===== src/rtl/unsigned_seq_divider_16x8.sv =====
// Radix-2 restoring unsigned divider, DW-bit dividend by YW-bit divisor,
// one quotient bit per clock with valid/ready handshakes on both sides.
module unsigned_seq_divider_16x8 #(
  parameter int unsigned DW = 16,
  parameter int unsigned YW = 8,
  parameter int unsigned CW = 5
) (
  input  logic          clk,
  input  logic          rst_n,
  input  logic          in_valid,
  output logic          in_ready,
  input  logic [DW-1:0] z,
  input  logic [YW-1:0] y,
  output logic          out_valid,
  input  logic          out_ready,
  output logic [DW-1:0] q,
  output logic [YW-1:0] r,
  output logic          div_by_zero
);

  typedef enum logic [1:0] {
    IDLE,
    BUSY,
    DONE
  } state_t;

  state_t        r_state;
  state_t        w_next;
  logic [CW-1:0] r_cnt;
  logic [DW-1:0] r_dvd;
  logic [YW-1:0] r_rem;
  logic [YW-1:0] r_div;
  logic [DW-1:0] r_q;
  logic [YW-1:0] r_r;
  logic          r_dbz;

  logic          w_accept;
  logic          w_zero;
  logic          w_last;
  logic [YW:0]   w_rem_t;
  logic          w_ge;
  logic [YW:0]   w_rem_n;
  logic [DW-1:0] w_dvd_n;

  assign in_ready    = (r_state == IDLE);
  assign out_valid   = (r_state == DONE);
  assign q           = r_q;
  assign r           = r_r;
  assign div_by_zero = r_dbz;

  assign w_accept = in_valid & in_ready;
  assign w_zero   = (y == '0);
  assign w_last   = (r_cnt == '0);

  // The stored remainder is always below the divisor, so only the
  // trial value needs the extra bit for the YW+1-bit compare/subtract.
  assign w_rem_t = {r_rem, r_dvd[DW-1]};
  assign w_ge    = (w_rem_t >= {1'b0, r_div});
  assign w_rem_n = w_ge ? (w_rem_t - {1'b0, r_div}) : w_rem_t;
  assign w_dvd_n = {r_dvd[DW-2:0], w_ge};

  always_ff @(posedge clk or negedge rst_n) begin
    if (!rst_n) r_state <= IDLE;
    else        r_state <= w_next;
  end

  always_comb begin
    w_next = r_state;
    unique case (r_state)
      IDLE:    if (w_accept) w_next = w_zero ? DONE : BUSY;
      BUSY:    if (w_last) w_next = DONE;
      DONE:    if (out_ready) w_next = IDLE;
      default: w_next = IDLE;
    endcase
  end

  always_ff @(posedge clk or negedge rst_n) begin
    if (!rst_n) begin
      r_cnt <= '0;
      r_dvd <= '0;
      r_rem <= '0;
      r_div <= '0;
      r_q   <= '0;
      r_r   <= '0;
      r_dbz <= 1'b0;
    end else begin
      unique case (r_state)
        IDLE: begin
          if (w_accept) begin
            r_dvd <= z;
            r_div <= y;
            r_rem <= '0;
            r_cnt <= CW'(DW - 1);
            r_dbz <= w_zero;
            if (w_zero) begin
              r_q <= '1;
              r_r <= z[YW-1:0];
            end
          end
        end
        BUSY: begin
          r_dvd <= w_dvd_n;
          r_rem <= w_rem_n[YW-1:0];
          if (w_last) begin
            r_q <= w_dvd_n;
            r_r <= w_rem_n[YW-1:0];
          end else begin
            r_cnt <= r_cnt - CW'(1);
          end
        end
        default: ;
      endcase
    end
  end

endmodule


===== config.mk =====
export PLATFORM = sky130hd
export DESIGN_NAME = unsigned_seq_divider_16x8
export DESIGN_NICKNAME = d
export VERILOG_FILES = /design/src/rtl/unsigned_seq_divider_16x8.sv
export SDC_FILE = /design/constraint.sdc
export NUM_CORES = 1
export LEC_CHECK = 0
export ABC_AREA = 1
export ABC_CLOCK_PERIOD_IN_PS = 1910
export BUFFER_PORTS_ARGS = -buffer_cell sky130_fd_sc_hd__clkbuf_2
export CAP_MARGIN = 20
export CORE_MARGIN = 4
export CORE_UTILIZATION = 45
export CTS_CLUSTER_SIZE = 12
export DETAILED_ROUTE_END_ITERATION = 8
export PLACE_DENSITY = 0.66
export SKIP_LAST_GASP = 1
export SLEW_MARGIN = 10
export SYNTH_ARGS = -nofsm -noshare
export SYNTH_HDL_FRONTEND = slang
export SYNTH_SLANG_ARGS = --single-unit

===== constraint.sdc =====
create_clock -name clk -period 1.91 [get_ports clk]
set_input_delay 0 -clock clk [delete_from_list [all_inputs] [get_ports clk]]
set_output_delay 0 -clock clk [all_outputs]
set_load 0.05 [all_outputs]

Yosys cells after proc, flatten, opt, wreduce, memory -nomap -nowiden. Index checks and enable logic that the tools add are counted.

$add $sub $neg: 2. $mul: 0. Div/mod/pow operators: 0. Order comparisons: 1. Equal/unequal tests: 7. Shift operators: 0. Multiplexer cells: 21. Bitwise operators: 1. Reduce and logical (&&, ||, !) cells: 9.

Operators by type and width (number): 16-bit two-way mux (4); 16-bit case mux with 2 select lines (2); 8-bit two-way mux (5); 8-bit case mux with 2 select lines (2); 5-bit two-way mux (2); 5-bit case mux with 2 select lines (1); 9-bit by 8-bit greater-or-equal comparator with 1-bit output (1); 8-bit zero test (1); 2-bit two-way mux (4); 8-bit subtractor (1); 2-bit by 1-bit != test with 1-bit output, second input constant (3); 2-bit case mux with 3 select lines (1); 3-bit AND reduction (2); 5-bit zero test (1); 5-bit by 1-bit subtractor with 5-bit output, second input constant (1); 2-bit != test, second input constant (2); 2-bit AND reduction (2); 4-bit AND reduction (1); 2-bit by 1-bit == test with 1-bit output, second input constant (1); 2-bit == test, second input constant (1); 2-bit zero test (1); 2-bit nonzero test (1); 1-bit bitwise AND (1).

Flip-flop bits (word level): 64. Bits in latches: 0. Memory bits (writable): 0. Bits in read-only memories: 0. Output and inout port bits: 27. Memories: 0.

Depth between registers and ports, before layout. Gate-level depths: netlist of run 1.

Depth in word-level cells: 4. Gate-level depth with buffers: 13. Mapped depth without buffers: 13.

Worst setup path before layout of run 1. OpenSTA, ideal clock, no wires.

Kind: register -> register. Start point: reg r_state[1]. End point: reg r_r[4], in the netlist r[4]. Library setup time: 113 ps. Arrival: 1742 ps. Setup slack: 55 ps. Cell stages (with the launch flop): 10. Path buffers: 2. Cells stage by stage: dfrtp_1 -> nor2_2 -> nand2_1 -> nand3_4 -> or2_1 -> buf_6 -> buf_6 -> nand2_1 -> nand2_1 -> inv_1.

Word-level cells in the longest chain between the ends: 4. Elaborated cells on any way between the ends: 9.

RTL lines: start: declaration (RTL line 27) `state_t r_state;`; start signal: assignment (RTL line 64) `else r_state <= w_next;`; 2-bit zero test * (RTL line 45) `assign in_ready = (r_state == IDLE);`; named net in_ready (RTL line 11) `output logic in_ready,`; 1-bit bitwise AND (RTL line 51) `assign w_accept = in_valid & in_ready;`; 2-bit by 1-bit != test with 1-bit output (no source line); 4-bit AND reduction (no source line); end signal: assignment (RTL line 97) `r_r <= z[YW-1:0];`; end signal: assignment (RTL line 106) `r_r <= w_rem_n[YW-1:0];`; end: declaration (RTL line 34) `logic [YW-1:0] r_r;`.

Mark *: on every way through the listed nets, which the timed path passes. The rest lies on a longest branch. A chain may end at the register's enable or synchronous reset.

Worst setup path after layout of run 1.
Start point: reg r_rem[1]. End point: reg r_r[7], in the netlist r[7].

Word-level cells in the longest chain between the ends: 4. Elaborated cells on any way between the ends: 5.

RTL lines: start: declaration (RTL line 31) `logic [YW-1:0] r_rem;`; start signal: assignment (RTL line 103) `r_rem <= w_rem_n[YW-1:0];`; 8-bit subtractor / 9-bit by 8-bit greater-or-equal comparator with 1-bit output (equally long branches) (RTL line 59, 58); 8-bit two-way mux * (RTL line 59) `assign w_rem_n = w_ge ? (w_rem_t - {1'b0, r_div}) : w_rem_t;`; 8-bit two-way mux * (RTL line 104) `if (w_last) begin`; 8-bit case mux with 2 select lines * (RTL line 87) `unique case (r_state)`.

Every way passes the cells marked *; elsewhere a longest branch is shown, timed or not. The select of a mux whose other input is x is not followed.

==> out/results.ini, run 1 <==
[run_status]
outcome = completed

[placement]
place_congestion = 0.906
io_buffers = 54
dp_hpwl_um = 5650
place_ws_ns = 0.0320
dp_cells = 579

[sta]
min_period_over_period_pct = 93.5
whs_ns = 0.0346
report.final.slew_viol_count = 0
max_slew.worst_pin.slew_ns = 0.444
setup_viol = 0
period_minus_slack_ns = 1.79
setup_tns_ns = 0
fin_skew_ns = 0.00650
hold_viol = 0
fmax_ghz = 0.560
relSlewSlack_pct = 70.4
final.setup.worst_slack_ns = 0.123

[routing]
drtIter0Drc = 194
dr.pass1.iters = 6
post_drt_wl_per_cell_um = 12.9
wl_met1_um = 3820
num_vias = 3018
highest_layer = met4
wl_met2_um = 3570
viasPerCell = 4.92
postRouteAntennaNets = 0
drt-total-wl_um = 7890
drc = 0
dr_wl_met3_um = 375

[worst_setup_path]
r2r-end = r[7]
cp_data_required_time_ns = 2.15
reg2reg_from = r_rem[1]
endpoint_kind = flip-flop
critical_path.max_fanout = 8
worstPathArrival_ns = 2.02
worstSetupStartpointType = flip-flop
regToRegSetupSlack_ns = 0.12
ff2ff_path_depth = 9
crit_type = reg2reg

[die]
rows = 31
start_util_pct = 47.0
coreArea_mm2 = 0.00733
fp.dieH_um = 95.5
die_area_mm2 = 0.00912
fp.dieW_um = 95.5
io_pins = 55

[logic_synthesis]
synthTopCellsByArea = dfrtp_1, nand2_1, inv_1
syn_inst = 427
synth_nets = 466
synthFlopType = dfrtp_1
synth-seq-area-share_pct = 46.5
yosysTopAreaCellShare_pct = 46.5
yosysMostFrequentCell = nand2_1
synth_area_per_cell_um2 = 8.07
synth_seq_cells = 64
ys_warn_count = 0
synth.distinct_cells = 32
synth_edf_count = 0
synth_commonest_cells = nand2_1, inv_1, dfrtp_1
yosysTopAreaCell = dfrtp_1
synth_area_mm2 = 0.00344
async_reset_ff_share_pct = 100

[clock_network]
cts_tree = built
clock-root-buffer = clkbuf_8
clkSlewWorstSetupHoldPaths_ns = 0.07
clockBufferDepth = 2
cts_num_sinks = 64
htree_levels = 3
numCtsBuffers = 9
clock_latency_ns = 0.34

[layout]
num_antenna_cells = 0
fin_cells = 613
nFillCells = 645
multi_input_area_mm2 = 0.00157
seq_area_mm2 = 0.00160
layout-drive-gt1-share_pct = 24.1
syn_to_final_growth_pct = 27.3
fin_nets = 548

[worst_hold_path]
min_path_cells = 3
hold_class = in2reg
min_to = r_dvd[15]
min-delay-start = z[15]

[power]
ir_drop_v = 0.00106
powerDensity_mw_per_mm2 = 1990
comb_power_share_pct = 57.3
p_total_mw = 8.72
clockPowerShare_pct = 16.4
swShare_pct = 48.1
p_int_mw = 4.53
leakage_nw = 2.27
p_seq_share_pct = 26.3
p_sw_mw = 4.20

[global_routing]
grt_overflow_total = 0
grt_max_degree = 65
grt_usage_pct = 19.2
grt_pass1_vias = 2824
antenna_found_initial = 0
grt_pass1_wl_um = 13400

[job]
max_cap_viol_count = 0

## per-layer routing
metal	up-vias	track usage (%)
met2	85	29.4
met3	9	3.39
met4	0	8.18
met5	-	0
li1	1531	-
met1	1393	26.8
## power by group through the flow
stage                     registers (mW)  clock network [mW]  logic [mW]
after detailed placement            2.29                   0        4.71
after global placement              2.28                   0        4.65
after CTS                           2.27                1.46        4.75
after floorplan                     2.86                   0        3.00
after global routing                2.36                1.52        5.61
final                               2.29                1.43        5.00
## worst max path at each step
| stage | start | to | slack [ns] | cells past startpoint |
|---|---|---|---|---|
| 3_3_place_gp | r_dvd[15] | r[4] | 0.04 | 12 |
| 2_1_floorplan | r_state[1] | r[4] | 0.06 | 9 |
| 3_5_place_dp | r_dvd[15] | r[4] | 0.03 | 12 |
| 4_1_cts | r_dvd[15] | r[4] | 0.03 | 12 |
| 6_report | r_rem[1] | r[7] | 0.12 | 9 |
| 5_1_grt | r_rem[1] | r[6] | -0.01 | 9 |
## through the flow
step                cell area (um^2)  utilization [%]
CTS                             4290             58.5
finish                          4390             59.8
global placement                3870             52.8
global route                    4390             59.8
floorplan                       3440                -
detailed placement              3870             52.8
## cell type report
cell class | count | area share (%)
Clock inverter | 5 | 2.37
Timing Repair Buffer | 84 | 12.8
Sequential cell | 64 | 36.5
Multi-Input combinational cell | 274 | 35.7
Clock buffer | 11 | 3.22
Inverter | 76 | 6.50
Tap cell | 99 | 2.82
## sequential cells by signal, summed over array words and instances, names as in the netlist
| signal | flops |
|---|---|
| r_dvd | 16 |
| q | 16 |
| r_state | 2 |
| r_div | 8 |
| r_cnt | 5 |
| r_rem | 8 |
| div_by_zero | 1 |
| r | 8 |
## timing repair
item / 4_1_cts / 5_1_grt
hold endpoints to repair: 80 / 0
buffers inserted: 0 / 1
hold buffers: 17 / 0
setup endpoints to repair: 0 / 26
resized for setup: 0 / 17
## critical path, cell delays in order, from the launching register on
cell	delay (ns)
dfrtp_1	0.43
ha_4	0.32
nand2_1	0.09
nor2_1	0.22
a21oi_2	0.12
buf_4	0.18
nand4_1	0.12
nand3_1	0.10
nand2_1	0.07
inv_1	0.03
## cells in the final DEF, fill, tap and decap left out, drive strengths merged
| cell | count |
|---|---|
| buf | 13 |
| nand3 | 33 |
| o21ai | 38 |
| clkinv | 2 |
| nand2 | 92 |
| a22oi | 7 |
| dlygate4sd3 | 17 |
| clkbuf | 65 |
| nand4 | 10 |
| bufinv | 3 |
| a211oi | 1 |
| o211ai | 2 |
| a31oi | 1 |
| fa | 1 |
| inv | 76 |
| nor3 | 10 |
| xor2 | 2 |
| or2 | 1 |
| dfrtp | 64 |
| a21oi | 7 |
| nor2 | 51 |
| o31ai | 8 |
| ha | 10 |
## cells by family after synthesis
| group | after synthesis | share of synthesized area [%] |
|---|---|---|
| AND/OR/NAND/NOR | 197 | 25.5 |
| AO/OA/AOI/OAI | 64 | 12.5 |
| flip-flops | 64 | 46.5 |
| adder cells (fa/ha/maj) | 11 | 4.21 |
| XOR/XNOR | 2 | 0.509 |
| buffers and inverters | 89 | 10.7 |
Note: power is estimated with default switching activity, not from simulation.
==> run 2: changes to the inputs <==
--- a/config.mk
+++ b/config.mk
@@ -6,7 +6,6 @@
 export NUM_CORES = 1
 export LEC_CHECK = 0
 export ABC_AREA = 1
-export ABC_CLOCK_PERIOD_IN_PS = 1910
 export BUFFER_PORTS_ARGS = -buffer_cell sky130_fd_sc_hd__clkbuf_2
 export CAP_MARGIN = 20
 export CORE_MARGIN = 4
==> constraint.sdc (replaced) <==
create_clock -name clk -period 2 [get_ports clk]
set_input_delay 0 -clock clk [delete_from_list [all_inputs] [get_ports clk]]
set_output_delay 0 -clock clk [all_outputs]
set_load 0.05 [all_outputs]
==> out/results.ini, run 2 (synthesized netlist as in run 1, its figures left out) <==
[layout]
fin_cells = 611  ; was 613
fin_nets = 546  ; was 548
num_antenna_cells = 0  ; unchanged
post-route-util_pct = 59.5  ; was 59.8%
final_cell_mix = nand2_1, inv_1, dfrtp_1  ; unchanged
syn_to_final_growth_pct = 26.6  ; was 27.3%
nFillCells = 636  ; was 645
final_common_cell = nand2_1  ; unchanged
layout-drive-gt1-share_pct = 22.9  ; was 24.1%

[die]
rows = 31  ; unchanged
fp.dieH_um = 95.5  ; unchanged
die_area_mm2 = 0.00912  ; unchanged
start_util_pct = 47.0  ; unchanged
fp.dieW_um = 95.5  ; unchanged
coreArea_mm2 = 0.00733  ; unchanged
io_pins = 55  ; unchanged

[sta]
hold_viol = 0  ; unchanged
max_slew.worst_pin.slew_ns = 0.670  ; was 0.444 ns
rsz0062_at_grt = no
setup_tns_ns = 0  ; unchanged
report.final.slew_viol_count = 0  ; unchanged
min_period_over_period_pct = 92.5  ; was 93.5%
relSlewSlack_pct = 55.2  ; was 70.4%
fin_skew_ns = 0.0197  ; was 0.00650 ns
final.setup.worst_slack_ns = 0.150  ; was 0.123 ns
setup_viol = 0  ; unchanged
period_minus_slack_ns = 1.85  ; was 1.79 ns
fmax_ghz = 0.540  ; was 0.560 GHz

[power]
p_sw_mw = 4.02  ; was 4.20 mW
p_seq_share_pct = 26.4  ; was 26.3%
ir_drop_v = 0.000916  ; was 0.00106 V
p_total_mw = 8.31  ; was 8.72 mW
swShare_pct = 48.4  ; was 48.1%
leakage_nw = 2.26  ; was 2.27 nW
p_int_mw = 4.29  ; was 4.53 mW
clockPowerShare_pct = 17.1  ; was 16.4%
comb_power_share_pct = 56.5  ; was 57.3%
powerDensity_mw_per_mm2 = 1910  ; was 1990 mW/mm^2

[clock_network]
clock-root-buffer = clkbuf_8  ; unchanged
numCtsBuffers = 9  ; unchanged
cts_num_sinks = 64  ; unchanged
clockBufferDepth = 2  ; unchanged
clock_latency_ns = 0.35  ; was 0.34 ns
clkSlewWorstSetupHoldPaths_ns = 0.09  ; was 0.07 ns
htree_levels = 3  ; unchanged
cts_tree = built  ; unchanged

[routing]
post_drt_wl_per_cell_um = 13.4  ; was 12.9 um
postRouteAntennaNets = 0  ; unchanged
dr.pass1.iters = 5  ; was 6
drt-total-wl_um = 8160  ; was 7890 um
drc = 0  ; unchanged
viasPerCell = 4.92  ; about the same
num_vias = 3008  ; was 3,018
drtIter0Drc = 112  ; was 194

[worst_setup_path]
worstPathArrival_ns = 2.11  ; was 2.02 ns
worstSetupStartpointType = flip-flop  ; unchanged
critical_path.max_fanout = 3  ; was 8
cp_data_required_time_ns = 2.26  ; was 2.15 ns
endpoint_kind = flip-flop  ; unchanged
cp-startpoint = r_dvd[15]  ; was r_rem[1]
reg2reg_from = r_dvd[15]  ; was r_rem[1]
crit_type = reg2reg  ; unchanged

[global_routing]
grt_overflow_total = 0  ; unchanged
grt_max_degree = 45  ; was 65
antenna_found_initial = 0  ; unchanged
grt_pass1_vias = 2885  ; was 2,824
grt_pass1_wl_um = 13800  ; was 13,400 um
grt_usage_pct = 19.4  ; was 19.2%

[worst_hold_path]
min-delay-start = z[15]  ; unchanged
hold_class = in2reg  ; unchanged

[placement]
dp_cells = 577  ; was 579
place_ws_ns = 0.103  ; was 0.0320 ns
dp_hpwl_um = 5820  ; was 5650 um
place_congestion = 0.883  ; was 0.906
io_buffers = 54  ; unchanged

[run_status]
outcome = completed  ; unchanged

[job]
max_cap_viol_count = 0  ; unchanged

==> run 2: critical path, stage by stage (launching register included) <==
cell and delay (ns):
dfrtp_1 0.41, inv_1 0.09, ha_1 0.15, inv_1 0.08, fa_2 0.38, inv_1 0.10, nor2_1 0.05, o21ai_0 0.13
nand2_1 0.08, nand3_1 0.10, nand3_1 0.10, nand2_1 0.07, inv_1 0.04
==> run 2: power by group through the flow <==
stage                     Combinational, mW  Sequential, mW  Clock [mW]
after floorplan                        2.87            2.73           0
after detailed placement               4.48            2.19           0
after global routing                   5.25            2.26        1.50
final                                  4.70            2.19        1.42
after global placement                 4.41            2.18           0
after CTS                              4.51            2.17        1.44
==> run 2: cell type report <==
class                   count  area (um^2)  share of cell area [%]
clock buffers              11          151                    3.47
clock inverters             5          103                    2.35
inverters                  76          285                    6.54
multi-input cells         274         1550                    35.5
flip-flops and latches     64         1600                    36.8
well taps                  99          124                    2.84
repair buffers             82          548                    12.6
==> run 2: routing by layer <==
layer | track usage [%] | vias up | share of wire [%]
met1 | 26.7 | 1378 | 47
met4 | 6.28 | 0 | 1.1
met2 | 30.3 | 87 | 47
met5 | 0 | - | 0
met3 | 4.58 | 10 | 5.7
li1 | - | 1533 | -
==> run 2: worst paths after layout <==
kind	slack [ns]	cells after the start	to
max	0.15	12	r[4]
min	0.03	3	r_dvd[15]
max reg2reg	0.15	12	r[4]
min reg2reg	0.48	2	q[14]
max in group asynchronous	1.20	3	r_rem[0]
min in group asynchronous	0.15	2	q[0]
==> run 2: repair_timing <==
item | in CTS | in global routing
setup endpoints to repair | 0 | 8
resized for setup | 0 | 10
setup buffers | 0 | 1
hold buffers | 17 | 0
hold endpoints to repair | 36 | 0
==> run 2: metrics by stage <==
stage / area, um^2 / hold WS (ns)
finish: 4360 / 0.0277
global route: 4360 / 0.0443
CTS: 4280 / 0.0191
detailed placement: 3850 / 0.0179
global placement: 3850 / 0.00990
floorplan: 3440 / -0.296
==> run 3: changes to the inputs <==
--- a/config.mk
+++ b/config.mk
@@ -6,7 +6,8 @@
 export NUM_CORES = 1
 export LEC_CHECK = 0
 export ABC_AREA = 1
-export BUFFER_PORTS_ARGS = -buffer_cell sky130_fd_sc_hd__clkbuf_2
+export ABC_CLOCK_PERIOD_IN_PS = 2000
+export BUFFER_PORTS_ARGS = -buffer_cell sky130_fd_sc_hd__buf_2
 export CAP_MARGIN = 20
 export CORE_MARGIN = 4
 export CORE_UTILIZATION = 45
==> out/results.ini, run 3 (synthesized netlist as in run 1, its figures left out) <==
[run_status]
outcome = completed  ; unchanged

[die]
fp.dieW_um = 95.5  ; unchanged
die_area_mm2 = 0.00912  ; unchanged
rows = 31  ; unchanged
io_pins = 55  ; unchanged
fp.dieH_um = 95.5  ; unchanged
coreArea_mm2 = 0.00733  ; unchanged
start_util_pct = 47.0  ; unchanged

[worst_hold_path]
hold_class = in2reg  ; unchanged
min-delay-start = z[0]  ; was z[15]

[global_routing]
grt_pass1_vias = 2949  ; was 2,885
antenna_found_initial = 0  ; unchanged
grt_usage_pct = 19.4  ; about the same
grt_overflow_total = 0  ; unchanged
grt_max_degree = 44  ; was 45
grt_pass1_wl_um = 13600  ; was 13,800 um

[routing]
drc = 0  ; unchanged
viasPerCell = 4.90  ; was 4.92
post_drt_wl_per_cell_um = 13.2  ; was 13.4 um
dr.pass1.iters = 5  ; unchanged
postRouteAntennaNets = 0  ; unchanged
drt-total-wl_um = 8060  ; was 8160 um
num_vias = 2987  ; was 3,008
drtIter0Drc = 134  ; was 112

[worst_setup_path]
max_stage_delay_ns = 0.40  ; was 0.41 ns
cp_data_required_time_ns = 2.24  ; was 2.26 ns
crit_path_frequent_cell = inv_1  ; unchanged
cp-startpoint = r_dvd[15]  ; unchanged
endpoint_kind = flip-flop  ; unchanged
critPathBufInv = 4  ; unchanged
worstSetupStartpointType = flip-flop  ; unchanged
worstPathCellList = inv_1 > ha_1 > inv_1 > fa_2 > inv_1 > nor2_1 > o21ai_0 > nand2_1 > nand3_1 > nand3_1 > nand2_1 > inv_1  ; unchanged
critical_path.max_fanout = 3  ; unchanged
crit_type = reg2reg  ; unchanged
regToRegSetupSlack_ns = 0.14  ; was 0.15 ns
cpLargestDelayFamily = adder cells  ; unchanged
reg2reg_from = r_dvd[15]  ; unchanged
slowest_stage = dfrtp_1  ; unchanged
worstPathArrival_ns = 2.10  ; was 2.11 ns

[power]
clockPowerShare_pct = 14.0  ; was 17.1%
p_int_mw = 3.98  ; was 4.29 mW
p_total_mw = 7.90  ; was 8.31 mW
comb_power_share_pct = 58.3  ; was 56.5%
ir_drop_v = 0.000780  ; was 0.000916 V
p_seq_share_pct = 27.7  ; was 26.4%
p_sw_mw = 3.92  ; was 4.02 mW
leakage_nw = 2.21  ; was 2.26 nW
swShare_pct = 49.6  ; was 48.4%
powerDensity_mw_per_mm2 = 1850  ; was 1910 mW/mm^2

[layout]
final_common_cell = nand2_1  ; unchanged
nFillCells = 689  ; was 636
syn_to_final_growth_pct = 24.2  ; was 26.6%
fin_cells = 609  ; was 611
num_antenna_cells = 0  ; unchanged
layout-drive-gt1-share_pct = 21.8  ; was 22.9%
seq_area_mm2 = 0.00160  ; about the same
final_cell_mix = nand2_1, inv_1, dfrtp_1  ; unchanged
multi_input_area_mm2 = 0.00152  ; was 0.00155 mm^2
fin_nets = 546  ; unchanged

[sta]
period_minus_slack_ns = 1.86  ; was 1.85 ns
rsz0062_at_grt = no  ; unchanged
max_slew.worst_pin.slew_ns = 0.649  ; was 0.670 ns
setup_viol = 0  ; unchanged
whs_ns = 0.0785  ; was 0.0277 ns
report.final.slew_viol_count = 0  ; unchanged
fmax_ghz = 0.537  ; was 0.540 GHz
min_period_over_period_pct = 93.2  ; was 92.5%
relSlewSlack_pct = 56.5  ; was 55.2%
hold_viol = 0  ; unchanged
fin_skew_ns = 0.00982  ; was 0.0197 ns
setup_tns_ns = 0  ; unchanged

[job]
max_cap_viol_count = 0  ; unchanged

[clock_network]
htree_levels = 3  ; unchanged
numCtsBuffers = 9  ; unchanged
clock-root-buffer = clkbuf_8  ; unchanged
clkSlewWorstSetupHoldPaths_ns = 0.07  ; was 0.09 ns
cts_tree = built  ; unchanged
clock_latency_ns = 0.34  ; was 0.35 ns
post-cts-setup-buffers = 0  ; unchanged
clockBufferDepth = 2  ; unchanged
cts_num_sinks = 64  ; unchanged

[placement]
dp_hpwl_um = 5880  ; was 5820 um
place_congestion = 0.868  ; was 0.883
io_buffers = 54  ; unchanged
dp_cells = 577  ; unchanged

==> run 3: final cells by class <==
class | instances | area share, %
inverters | 76 | 6.67
flip-flops and latches | 64 | 37.4
multi-input cells | 274 | 35.6
well taps | 99 | 2.90
repair buffers | 82 | 12.9
clock buffers | 11 | 3.54
clock inverters | 3 | 0.995
==> run 3: path summary, 6_finish.rpt <==
kind                       endpoint  cells after the start
min                        r_dvd[0]                      5
max                            r[4]                     12
min in group asynchronous      r[3]                      2
max in group asynchronous     q[13]                      3
min reg2reg                   q[14]                      2
max reg2reg                    r[4]                     12
==> run 3: timing repair <==
item / in CTS / in global routing
gates resized for setup: 0 / 6
hold endpoints to repair: 38 / 0
setup endpoints to repair: 0 / 3
hold buffers: 18 / 0
==> run 3: metrics by stage <==
| step | worst slack (ns) | cell area, um^2 | utilization [%] |
|---|---|---|---|
| after floorplan | 0.145 | 3440 | - |
| after global placement | 0.131 | 3850 | 52.6 |
| after detailed placement | 0.0916 | 3850 | 52.6 |
| after CTS | 0.0861 | 4230 | 57.7 |
| after global routing | 0.00883 | 4280 | 58.3 |
| final | 0.136 | 4280 | 58.3 |
==> run 3: routing by layer <==
layer / track usage (%) / up-vias / routed length [um] / part of all wire, %
li1: - / 1523 / - / -
met5: 0 / - / 0 / 0
met3: 5.21 / 8 / 387 / 4.8
met1: 25.7 / 1383 / 3790 / 47
met2: 31.2 / 73 / 3790 / 47
met4: 5.57 / 0 / 95 / 1.2
==> run 3: power by group through the flow <==
stage               Combinational (mW)  Sequential [mW]  Clock (mW)
CTS                               4.50             2.17        1.14
detailed placement                4.46             2.19           0
finish                            4.61             2.19        1.11
global placement                  4.41             2.17           0
floorplan                         2.87             2.73           0
global route                      5.18             2.25        1.19
==> run 3: worst reg2reg max path: cells and delay by family (launching register included) <==
family                   cells  cell delay (ns)
AND/OR/NAND/NOR              5             0.41
adder cells (fa/ha/maj)      2             0.53
buffers and inverters        4             0.31
AO/OA/AOI/OAI                1             0.13
flip-flops                   1             0.40
